$ cat config.mk
export PLATFORM = sky130hd
export DESIGN_NAME = dmem_sized
export DESIGN_NICKNAME = d
export VERILOG_FILES = /design/src/rtl/dmem_pkg.sv /design/src/rtl/dmem_lane_align.sv /design/src/rtl/dmem_sized.sv
export SDC_FILE = /design/constraint.sdc
export NUM_CORES = 2
export LEC_CHECK = 0
export ABC_AREA = 1
export CAP_MARGIN = 10
export CORE_ASPECT_RATIO = 2
export CORE_MARGIN = 2
export CORE_UTILIZATION = 60
export DETAILED_ROUTE_END_ITERATION = 7
export GPL_ROUTABILITY_DRIVEN = 0
export PLACE_DENSITY_LB_ADDON = 0.2
export REMOVE_ABC_BUFFERS = 1
export SETUP_SLACK_MARGIN = 0.02
export SYNTH_ARGS = -nofsm -noshare
export SYNTH_HDL_FRONTEND = slang
export SYNTH_SLANG_ARGS = --single-unit
$ cat constraint.sdc
create_clock -name clk -period 15.1 [get_ports clk]
set_input_delay 4.53 -clock clk [delete_from_list [all_inputs] [get_ports clk]]
set_output_delay 4.53 -clock clk [all_outputs]
set_load 0.02 [all_outputs]
$ cat src/rtl/dmem_pkg.sv
// Shared types and constants for the sized data memory.
package dmem_pkg;

    typedef enum logic [1:0] {
        SZ_BYTE = 2'b00,
        SZ_HALF = 2'b01,
        SZ_WORD = 2'b10,
        SZ_RSVD = 2'b11
    } size_t;

    typedef enum logic {
        CLEAR = 1'b0,
        RUN   = 1'b1
    } state_t;

    localparam int unsigned MAX_READ_LATENCY = 4;

    // One response pipeline entry.
    typedef struct packed {
        logic        valid;
        logic        err;
        logic [31:0] data;
    } resp_t;

endpackage

$ cat src/rtl/dmem_lane_align.sv
// Byte-lane steering for the sized data memory: store merge, load extract
// with sign/zero extension, misalign and reserved-size detection.
// Lane order is big-endian within the word: byte offset 0 is bits [31:24].
module dmem_lane_align
    import dmem_pkg::*;
(
    input  logic [1:0]  size,
    input  logic [1:0]  offset,
    input  logic        is_unsigned,
    input  logic [31:0] wdata,
    input  logic [31:0] rword,
    output logic [31:0] merged,
    output logic [31:0] rdata,
    output logic        misalign,
    output logic        rsvd
);

    size_t       sz;
    logic [4:0]  shamt;
    logic [3:0]  mask;
    logic [31:0] wpos;
    logic [31:0] shifted;

    assign sz = size_t'(size);

    // Lane selection, store merge and load extension from size and offset.
    always_comb begin
        shamt    = '0;
        mask     = '0;
        wpos     = '0;
        rdata    = '0;
        misalign = 1'b0;
        rsvd     = 1'b0;
        merged   = rword;

        case (sz)
            SZ_BYTE: begin
                shamt = {2'd3 - offset, 3'b000};
                mask  = 4'b0001 << (2'd3 - offset);
                wpos  = {24'h0, wdata[7:0]} << shamt;
            end
            SZ_HALF: begin
                shamt    = offset[1] ? 5'd0 : 5'd16;
                mask     = offset[1] ? 4'b0011 : 4'b1100;
                wpos     = {16'h0, wdata[15:0]} << shamt;
                misalign = offset[0];
            end
            SZ_WORD: begin
                shamt    = 5'd0;
                mask     = 4'b1111;
                wpos     = wdata;
                misalign = (offset != 2'b00);
            end
            default: begin
                rsvd = 1'b1;
            end
        endcase

        shifted = rword >> shamt;

        case (sz)
            SZ_BYTE: rdata = is_unsigned ? {24'h0, shifted[7:0]}
                                         : {{24{shifted[7]}}, shifted[7:0]};
            SZ_HALF: rdata = is_unsigned ? {16'h0, shifted[15:0]}
                                         : {{16{shifted[15]}}, shifted[15:0]};
            SZ_WORD: rdata = shifted;
            default: rdata = '0;
        endcase

        for (int unsigned i = 0; i < 4; i++) begin
            if (mask[i]) begin
                merged[8*i +: 8] = wpos[8*i +: 8];
            end
        end
    end

endmodule

$ cat src/rtl/dmem_sized.sv
// Sized single-port data memory: post-reset clear FSM, valid/ready request
// port, byte/half/word access with error checks and a fixed-latency
// in-order response pipeline.
module dmem_sized
    import dmem_pkg::*;
#(
    parameter int unsigned DEPTH_WORDS  = 64,
    parameter int unsigned ADDR_W       = 32,
    parameter int unsigned READ_LATENCY = 1
) (
    input  logic              clk,
    input  logic              reset,
    input  logic              req_valid,
    output logic              req_ready,
    input  logic              req_we,
    input  logic [1:0]        req_size,
    input  logic              req_unsigned,
    input  logic [ADDR_W-1:0] req_addr,
    input  logic [31:0]       req_wdata,
    output logic              resp_valid,
    output logic [31:0]       resp_rdata,
    output logic              resp_err,
    output logic              init_done
);

    localparam int unsigned       IDX_W     = $clog2(DEPTH_WORDS);
    localparam logic [ADDR_W-3:0] DEPTH_LIM = (ADDR_W-2)'(DEPTH_WORDS);
    localparam logic [IDX_W-1:0]  LAST_IDX  = IDX_W'(DEPTH_WORDS - 1);

    if ((READ_LATENCY < 1) || (READ_LATENCY > MAX_READ_LATENCY) || (DEPTH_WORDS < 2)) begin : g_param_check
        $error("dmem_sized: illegal READ_LATENCY or DEPTH_WORDS");
    end

    state_t            state;
    state_t            state_nxt;
    logic [IDX_W-1:0]  clr_idx;
    logic [31:0]       mem [DEPTH_WORDS];

    logic [ADDR_W-3:0] word_full;
    logic [IDX_W-1:0]  idx;
    logic              oor;
    logic              accept;
    logic              err;
    logic              misalign;
    logic              rsvd;
    logic [31:0]       rword;
    logic [31:0]       merged;
    logic [31:0]       ext;

    resp_t             stage_in;
    resp_t             pipe [READ_LATENCY];

    assign word_full = req_addr[ADDR_W-1:2];
    assign idx       = word_full[IDX_W-1:0];
    assign oor       = (word_full >= DEPTH_LIM);
    assign rword     = oor ? '0 : mem[idx];
    assign accept    = req_valid && req_ready;
    assign err       = oor || misalign || rsvd;

    dmem_lane_align u_align (
        .size        (req_size),
        .offset      (req_addr[1:0]),
        .is_unsigned (req_unsigned),
        .wdata       (req_wdata),
        .rword       (rword),
        .merged      (merged),
        .rdata       (ext),
        .misalign    (misalign),
        .rsvd        (rsvd)
    );

    // Clear/run next-state and handshake outputs.
    always_comb begin
        state_nxt = state;
        req_ready = 1'b0;
        init_done = 1'b0;
        case (state)
            CLEAR: begin
                if (clr_idx == LAST_IDX) begin
                    state_nxt = RUN;
                end
            end
            RUN: begin
                req_ready = 1'b1;
                init_done = 1'b1;
            end
            default: state_nxt = CLEAR;
        endcase
    end

    // State register and clear-walk counter.
    always_ff @(posedge clk) begin
        if (reset) begin
            state   <= CLEAR;
            clr_idx <= '0;
        end else begin
            state <= state_nxt;
            if (state == CLEAR) begin
                clr_idx <= clr_idx + 1'b1;
            end
        end
    end

    // Array write port: clearing walk in CLEAR, legal stores in RUN.
    always_ff @(posedge clk) begin
        if (!reset) begin
            if (state == CLEAR) begin
                mem[clr_idx] <= '0;
            end else if (accept && req_we && !err) begin
                mem[idx] <= merged;
            end
        end
    end

    // Response entry formed at the acceptance edge.
    always_comb begin
        stage_in       = '0;
        stage_in.valid = accept;
        stage_in.err   = accept && err;
        if (accept && !req_we && !err) begin
            stage_in.data = ext;
        end
    end

    // Fixed-latency response shift register; reset drops in-flight entries.
    always_ff @(posedge clk) begin
        if (reset) begin
            for (int unsigned i = 0; i < READ_LATENCY; i++) begin
                pipe[i] <= '0;
            end
        end else begin
            pipe[0] <= stage_in;
            for (int unsigned i = 1; i < READ_LATENCY; i++) begin
                pipe[i] <= pipe[i-1];
            end
        end
    end

    assign resp_valid = pipe[READ_LATENCY-1].valid;
    assign resp_err   = pipe[READ_LATENCY-1].err;
    assign resp_rdata = pipe[READ_LATENCY-1].data;

endmodule

==> flow_summary.yaml <==
drt:
  drtAntennaViolNets: 0
  wire_per_inst_um: 28.0
  wirelength_um: 253000
  first_iter_violations: 9103
  via_count: 58088
  drc: 0
  first_pass_iters: 7
  vias_per_cell: 6.44
sta:
  setup-tns-final_ns: 0
  skew_ns: 0.0562
  rsz0062_at_grt: "false"
  fin_ws_ns: 5.95
  finalHoldViolations: 0
  fin_crit_ns: 9.15
  worst_pin_slew_ns: 1.28
  setup_viol: 0
  fmax_mhz: 109
  slew_viol_final: 0
  slew_headroom: 0.146
  fin_crit_sh: 0.606
status:
  status: "completed"
grt:
  grt_usage: 0.344
  grt_start_max_net_pins: 205
  antenna_found_initial: 13
  grt_pass1_vias: 54934
  overflow: 0
  grt_pass1_wl_um: 363000
floorplanning:
  io_pins: 107
  die_w_um: 271
  core_area_mm2: 0.141
  initial_core_util: 0.604
  die_h_um: 537
  row_count: 195
  die-area_mm2: 0.145
critical_path:
  critical_path.max_fanout: 176
  critPathLaunchType: "input port"
  crit_type: "in -> reg"
  critPathArrivalTime_ns: 9.66
  critPathRequiredTime_ns: 15.61
  worstSetupEndpointType: "flop"
yosys:
  ys_warn_count: 0
  yosysMostFrequentCell: "edfxtp_1"
  syn-cell-area_mm2: 0.0852
  synthTopCellsByArea: "edfxtp_1, nand3_1, nand2_1"
  synth_commonest_cells: "edfxtp_1, nand2_1, nand3_1"
  synthFlopType: "edfxtp_1"
  synth-edff-count: 2048
  yosys.area.top_type_share: 0.722
  synth_cell_types: 39
  avgSynthCellArea_um2: 12.0
  async_flop_share: 0
  yosysSeqAreaShare: 0.731
  synth_cells: 7106
  yosys.area.top_type: "edfxtp_1"
  ys_seq_elements: 2089
place:
  preCtsSetupSlack_ns: 5.28
  place_hpwl_um: 140000
  port_buffers: 106
  dpl_cell_area_mm2: 0.0877
final_layout:
  drive_gt1_frac: 0.0677
  syn_to_final_growth_pct: 9.69
  layout.nets: 7096
  final_cell_area_mm2: 0.0935
clock_tree:
  cts_hold_buf: 0
  htreeDepth: 4
  path_clk_slew_ns: 0.07
  clockBufferDepth: 4
  post_cts_buffers: 0
  cts_tree: "yes"
  ctsResizeCount: 0
  cts.sinks: 2089
  root_buffer: "clkbuf_16"
  cts_inserted_buffers: 175
  clk_latency_ns: 0.85
power:
  power.leakage_nw: 34.8
  vdd_drop_max_uv: 112
  power_density_mw_per_mm2: 123
flow_run:
  max_cap_viol_count: 0
min_path:
  worstHoldPathType: "reg -> reg"
-- through the flow --
stage | util | std cells | hold WS, ns | power (mW)
6_report | 0.663 | 9025 | 0.515 | 11.5
5_1_grt | 0.663 | 9025 | 0.556 | 11.7
4_1_cts | 0.662 | 9019 | 0.508 | 11.5
3_5_place_dp | 0.622 | 8709 | 0.498 | 7.00
3_3_place_gp | 0.622 | 8709 | 0.505 | 7.00
2_1_floorplan | - | 6633 | 0.468 | 6.69
-- power by group --
part / internal [mW] / switching, mW
clock: 2.54 / 2.03
combinational: 0.145 / 0.468
sequential: 6.28 / 0.00414
-- sequential cells by signal, summed over array words and instances (netlist names) --
name	flops
mem	2048
pipe	34
clr_idx	6
state	1
-- cells by family after synthesis --
group           synth area share
simple gates               0.209
flops                      0.731
buf+inv                   0.0354
compound gates            0.0233
fa+ha+maj               0.000734
-- final timing paths --
path / start / to / slack [ns] / cells after the start
max: req_addr[2] / mem[39][15]$_DFFE_PP_ / 5.95 / 13
min: clr_idx[0]$_SDFFE_PP0N_ / clr_idx[0]$_SDFFE_PP0N_ / 0.52 / 2
max reg2reg: state$_SDFF_PP0_ / mem[14][15]$_DFFE_PP_ / 10.54 / 8
min reg2reg: clr_idx[0]$_SDFFE_PP0N_ / clr_idx[0]$_SDFFE_PP0N_ / 0.52 / 2
-- cell type report --
type,instances,area (um^2)
clock inverters,94,1030
multi-input cells,4461,20700
well taps,1871,2340
flip-flops and latches,2089,62300
repair buffers,210,2110
fillers,10309,47500
inverters,83,345
clock buffers,216,4620
diodes,1,2.50
-- layout by cell type (no fill, tap or decap), types with 66 or more instances in the layout --
cell type and n:
nand2_1 1956, nand3_1 1816, clkbuf_16 178, edfxtp_1 2048
nor2_1 195, buf_4 85, inv_1 66, clkdlybuf4s50_1 101
a21oi_1 70, o21ai_0 166
-- critical path, cell delays in order --
cell and delay (ns):
buf_8 0.35, buf_4 0.61, buf_12 0.57, buf_12 0.63, nand2_1 0.10, nand3_1 0.11
nand3_1 0.07, nand3_1 0.20, nand3_1 0.11, nand3_1 0.30, nand3_1 0.25, a21oi_4 0.84
buf_4 0.64
-- routing by layer --
metal  share of wire  track usage  vias up
met5        0.000051            0        -
met4           0.077        0.233        2
met3            0.11       0.0639      749
met2            0.47        0.540     3976
met1            0.34        0.441    28164
li1                -            -    25197
Note: power is estimated with default switching activity, not from simulation.
